<file path="config.mk">
export PLATFORM = sky130hd
export DESIGN_NAME = id_ex_stage
export DESIGN_NICKNAME = d
export VERILOG_FILES = /design/src/rtl/id_ex_stage.sv
export SDC_FILE = /design/constraint.sdc
export NUM_CORES = 1
export LEC_CHECK = 0
export CORE_AREA = 2 2 137 139
export CTS_CLUSTER_DIAMETER = 150
export DETAILED_ROUTE_END_ITERATION = 16
export DIE_AREA = 0 0 139 141
export GPL_ROUTABILITY_DRIVEN = 0
export PLACE_DENSITY = 0.69
export SKIP_CTS_REPAIR_TIMING = 1
export SYNTH_ARGS = -nofsm -noshare
export SYNTH_HDL_FRONTEND = slang
export SYNTH_SLANG_ARGS = --single-unit
</file>
<file path="constraint.sdc">
create_clock -name clk -period 2.7 [get_ports clk]
set_input_delay 0.54 -clock clk [delete_from_list [all_inputs] [get_ports clk]]
set_output_delay 0.54 -clock clk [all_outputs]
set_load 0.03 [all_outputs]
</file>
<file path="src/rtl/id_ex_stage.sv">
// ID/EX pipeline register with EX/MEM(/WB when WB_BYPASS_EN is defined) operand forwarding.
// One-cycle latency; load-use hazard raises a combinational stall and inserts a bubble.
module id_ex_stage #(
  parameter int DW = 32,
  parameter int AW = 5
) (
  input  logic          clk,
  input  logic          rst,
  input  logic          flush,
  input  logic          id_valid,
  input  logic [AW-1:0] id_rs,
  input  logic [AW-1:0] id_rt,
  input  logic          id_uses_rt,
  input  logic [AW-1:0] id_waddr,
  input  logic          id_we,
  input  logic          id_mem_read,
  input  logic          id_mem_write,
  input  logic [3:0]    id_alu_op,
  input  logic [DW-1:0] id_imm,
  input  logic [DW-1:0] rdata_A,
  input  logic [DW-1:0] rdata_B,
  input  logic [DW-1:0] ex_result,
  input  logic          mem_we,
  input  logic [AW-1:0] mem_waddr,
  input  logic [DW-1:0] mem_data,
  input  logic          wb_we,
  input  logic [AW-1:0] wb_waddr,
  input  logic [DW-1:0] wb_data,
  output logic          stall,
  output logic          ex_valid,
  output logic          ex_we,
  output logic          ex_mem_read,
  output logic          ex_mem_write,
  output logic [AW-1:0] ex_rs,
  output logic [AW-1:0] ex_rt,
  output logic [AW-1:0] ex_waddr,
  output logic [3:0]    ex_alu_op,
  output logic [DW-1:0] ex_imm,
  output logic [DW-1:0] ex_opA,
  output logic [DW-1:0] ex_opB
);

  logic          r_valid, r_we, r_mem_read, r_mem_write;
  logic [AW-1:0] r_rs, r_rt, r_waddr;
  logic [3:0]    r_alu_op;
  logic [DW-1:0] r_imm, r_opA, r_opB;

  logic          w_lu;
  logic          w_ex_fwd;
  logic [DW-1:0] w_opA, w_opB;

  assign w_lu = id_valid & r_valid & r_mem_read & r_we & (r_waddr != '0) &
                ((r_waddr == id_rs) | (id_uses_rt & (r_waddr == id_rt)));
  assign stall = w_lu & ~flush;

  // A load in EX has no result yet; its consumer waits for the MEM path.
  assign w_ex_fwd = r_valid & r_we & ~r_mem_read;

  always_comb begin
    w_opA = rdata_A;
    if (id_rs != '0) begin
      if (w_ex_fwd && (r_waddr == id_rs))      w_opA = ex_result;
      else if (mem_we && (mem_waddr == id_rs)) w_opA = mem_data;
`ifdef WB_BYPASS_EN
      else if (wb_we && (wb_waddr == id_rs))   w_opA = wb_data;
`endif
    end
  end

  always_comb begin
    w_opB = rdata_B;
    if (id_rt != '0) begin
      if (w_ex_fwd && (r_waddr == id_rt))      w_opB = ex_result;
      else if (mem_we && (mem_waddr == id_rt)) w_opB = mem_data;
`ifdef WB_BYPASS_EN
      else if (wb_we && (wb_waddr == id_rt))   w_opB = wb_data;
`endif
    end
  end

`ifndef WB_BYPASS_EN
  logic w_wb_unused;
  assign w_wb_unused = ^{wb_we, wb_waddr, wb_data};
`endif

  always_ff @(posedge clk) begin
    if (rst || flush || w_lu) begin
      r_valid     <= 1'b0;
      r_we        <= 1'b0;
      r_mem_read  <= 1'b0;
      r_mem_write <= 1'b0;
      r_rs        <= '0;
      r_rt        <= '0;
      r_waddr     <= '0;
      r_alu_op    <= '0;
      r_imm       <= '0;
      r_opA       <= '0;
      r_opB       <= '0;
    end else begin
      r_valid     <= id_valid;
      r_we        <= id_we;
      r_mem_read  <= id_mem_read;
      r_mem_write <= id_mem_write;
      r_rs        <= id_rs;
      r_rt        <= id_rt;
      r_waddr     <= id_waddr;
      r_alu_op    <= id_alu_op;
      r_imm       <= id_imm;
      r_opA       <= w_opA;
      r_opB       <= w_opB;
    end
  end

  assign ex_valid     = r_valid;
  assign ex_we        = r_we;
  assign ex_mem_read  = r_mem_read;
  assign ex_mem_write = r_mem_write;
  assign ex_rs        = r_rs;
  assign ex_rt        = r_rt;
  assign ex_waddr     = r_waddr;
  assign ex_alu_op    = r_alu_op;
  assign ex_imm       = r_imm;
  assign ex_opA       = r_opA;
  assign ex_opB       = r_opB;

endmodule

</file>
==> results.cfg <==
[clocking]
insertion_delay_ps = 410
clock_sinks = 119
cts_root_buf = clkbuf_16
htreeDepth = 4
clockBufferDepth = 2
path_clk_slew_ps = 60
cts_tree = built
cts_buffers = 17

[layout]
areaGrowthSynthToFinish_pct = 77.65
register_area_um2 = 2382
drive_gt1_share_pct = 13.43
fill_cells = 1702
multi_input_area_um2 = 2691
finalNetCount = 1082
finish.instance_area_um2 = 9758

[placement]
place.port_buffers = 312
dp_worst_setup_slack_ps = -201.8
post-dp-hpwl_um = 15200
place_area_um2 = 9154

[die]
start_util_pct = 30.07
fp.coreArea_um2 = 18270
die_x_um = 139
ios = 351
die_y_um = 141
fp-row-count = 50
die_area_um2 = 19600

[pwr]
max-vdd-ir-drop_v = 0.0004430
p_switching_uw = 1376
p_clk_share_pct = 44.9
seq_power_share_pct = 36.4
power.density_nw_per_um2 = 521.9
total_power_uw = 5092
leakage_uw = 0.004236
combPwrFrac_pct = 18.7
p_int_uw = 3717
swShare_pct = 27.02

[global_routing]
grt_pass1_wl_um = 31330
track_usage_pct = 20.75
antenna_found_initial = 1
grt_pass1_vias = 5310
grt-ovfl-total = 0
grt_max_degree = 50

[timing]
finalCriticalPeriod_ps = 2496
hold_viol = 0
slew-limit-headroom_pct = 63.07
tightest_slew_ps = 552.2
setup_slack_ps = 204.4
finalSetupViolCount = 0
fin_setup_tns_ps = 0
grt_setup_unrepaired = false
drv_slew = 0
finClkSkew_ps = 7.752
fmax_mhz = 400.7
period_share_pct = 92.43

[routing]
first_pass_iters = 4
drt_iter0_markers = 217
routed_via_density = 4.837
drt_wl_total_um = 20670
drc = 0
wl_per_cell_um = 18.81
vias = 5316
ant_nets = 0

[logic_synthesis]
synthAdderAreaFrac_pct = 0
syn_avg_cell_area_um2 = 10.34
synth-simple-area-share_pct = 18.63
ys_warn_count = 0
synth_edf_count = 0
yosys.area_share.xor_xnor_pct = 3.189
async_flop_share_pct = 0
synth_flop_cell = dfxtp_1
synth_cells = 531
synth_compound_area_share_pct = 14.60
synth_mux_area_share_pct = 11.66
yosysUniqueCellTypes = 28
ys_ff_latch = 119
synth_top_family_by_area = simple AND/OR/NAND/NOR gates
synthesis.nets = 762
syn-cell-area_um2 = 5493
synth-seq-area-share_pct = 43.37

[worst_setup_path]
crit_family = simple AND/OR/NAND/NOR gates
crit_fanout = 2
path_cells = clkdlybuf4s50_1, or3b_2, o22ai_2, nand2_1, nor2_1, buf_4
required_ps = 2160
arrival_ps = 1960
start_kind = primary input
worst-path-buf-inv = 2
slowest_stage = clkdlybuf4s50_1
critical_path.max_stage_delay_ps = 460
critPathKind = primary input to primary output
end_kind = primary output

[run]
drv_cap = 0

[outcome]
status = finished clean

[worst_hold_path]
hold_class = primary input to flop
==> placed cells by master (no fill, tap or decap), types with 4 or more instances in the layout <==
cell             instances
a221oi_1                34
a221oi_2                30
buf_12                  11
nand4b_1                64
buf_4                   30
nand3_1                  4
inv_6                    6
and2_1                  55
clkinv_4                 4
xnor2_1                  8
xor2_1                  12
clkbuf_16               17
inv_1                   64
mux2i_1                 64
clkdlybuf4s50_1        308
nor2_1                   4
dfxtp_1                119
==> layout make-up <==
type / instances / area share (%)
Antenna cell: 1 / 0.02564
Multi-Input combinational cell: 297 / 27.58
Inverter: 64 / 2.462
Clock inverter: 15 / 1.693
Timing Repair Buffer: 352 / 36.47
Tap cell: 234 / 3.000
Clock buffer: 17 / 4.360
Sequential cell: 119 / 24.41
==> power groups by stage <==
stage                     sequential (uW)  combinational (uW)  clock [uW]
after detailed placement             1890                 951           0
after global routing                 1860                1010        2430
after global placement               1890                 947           0
final                                1860                 951        2290
after floorplan                      2040                 224           0
after CTS                            1860                 955        2350
==> flip-flops by register name, indices dropped and copies added, names as in the netlist <==
signal / cells
ex_alu_op: 4
ex_mem_write: 1
ex_imm: 32
ex_rt: 5
ex_opA: 32
ex_waddr: 5
ex_we: 1
ex_opB: 32
ex_rs: 5
ex_valid: 1
ex_mem_read: 1
==> per-stage QoR <==
stage                     hold WS [ps]  util [%]  std cells
after CTS                        663.8     53.34       1098
after detailed placement          1025     50.11       1066
after floorplan                  661.7         -        531
after global routing             534.3     53.42       1099
after global placement            1011     50.11       1066
final                            529.9     53.42       1099
==> logic make-up after synthesis <==
logic type      count (synthesis)
buf+inv                       115
flops                         119
simple gates                  143
xor+xnor                       20
compound gates                 70
mux                            64
==> path summary, 6_finish.rpt <==
check,startpoint,endpoint,slack (ps),cells past startpoint
setup / recovery,id_uses_rt,stall,200,6
hold / removal,id_rt[0],ex_rt[0]$_SDFF_PP0_,530,3
setup reg to reg,ex_waddr[3]$_SDFF_PP0_,ex_opB[19]$_SDFF_PP0_,400,6
hold reg to reg,ex_valid$_SDFF_PP0_,ex_opB[24]$_SDFF_PP0_,1020,5
==> worst min-delay path, delay by kind of cell <==
kind / cells / cell delay, ps
AND/OR/NAND/NOR: 1 / 110
buffers and inverters: 2 / 270
==> cell usage after synthesis, drive strengths merged (2+ instances only) <==
| library cell | count | area (um^2) |
|---|---|---|
| xnor2 | 8 | 70.07 |
| and2 | 55 | 344.1 |
| a22o | 2 | 26.28 |
| xor2 | 12 | 105.1 |
| dfxtp | 119 | 2382 |
| nand4b | 64 | 560.5 |
| clkbuf | 34 | 127.6 |
| nand3 | 4 | 20.02 |
| buf | 17 | 101.4 |
| nor2 | 6 | 22.52 |
| a221oi | 64 | 748.2 |
| nand2 | 4 | 15.01 |
| nor3 | 5 | 25.02 |
| inv | 64 | 240.2 |
| mux2i | 64 | 640.6 |
==> per-layer routing <==
metal / wire, um / track usage, %
met1: 8477 / 24.41
met2: 10140 / 35.83
met3: 1663 / 7.065
met4: 392 / 6.380
met5: 0 / 0
Power figures use the tool's default switching activity.
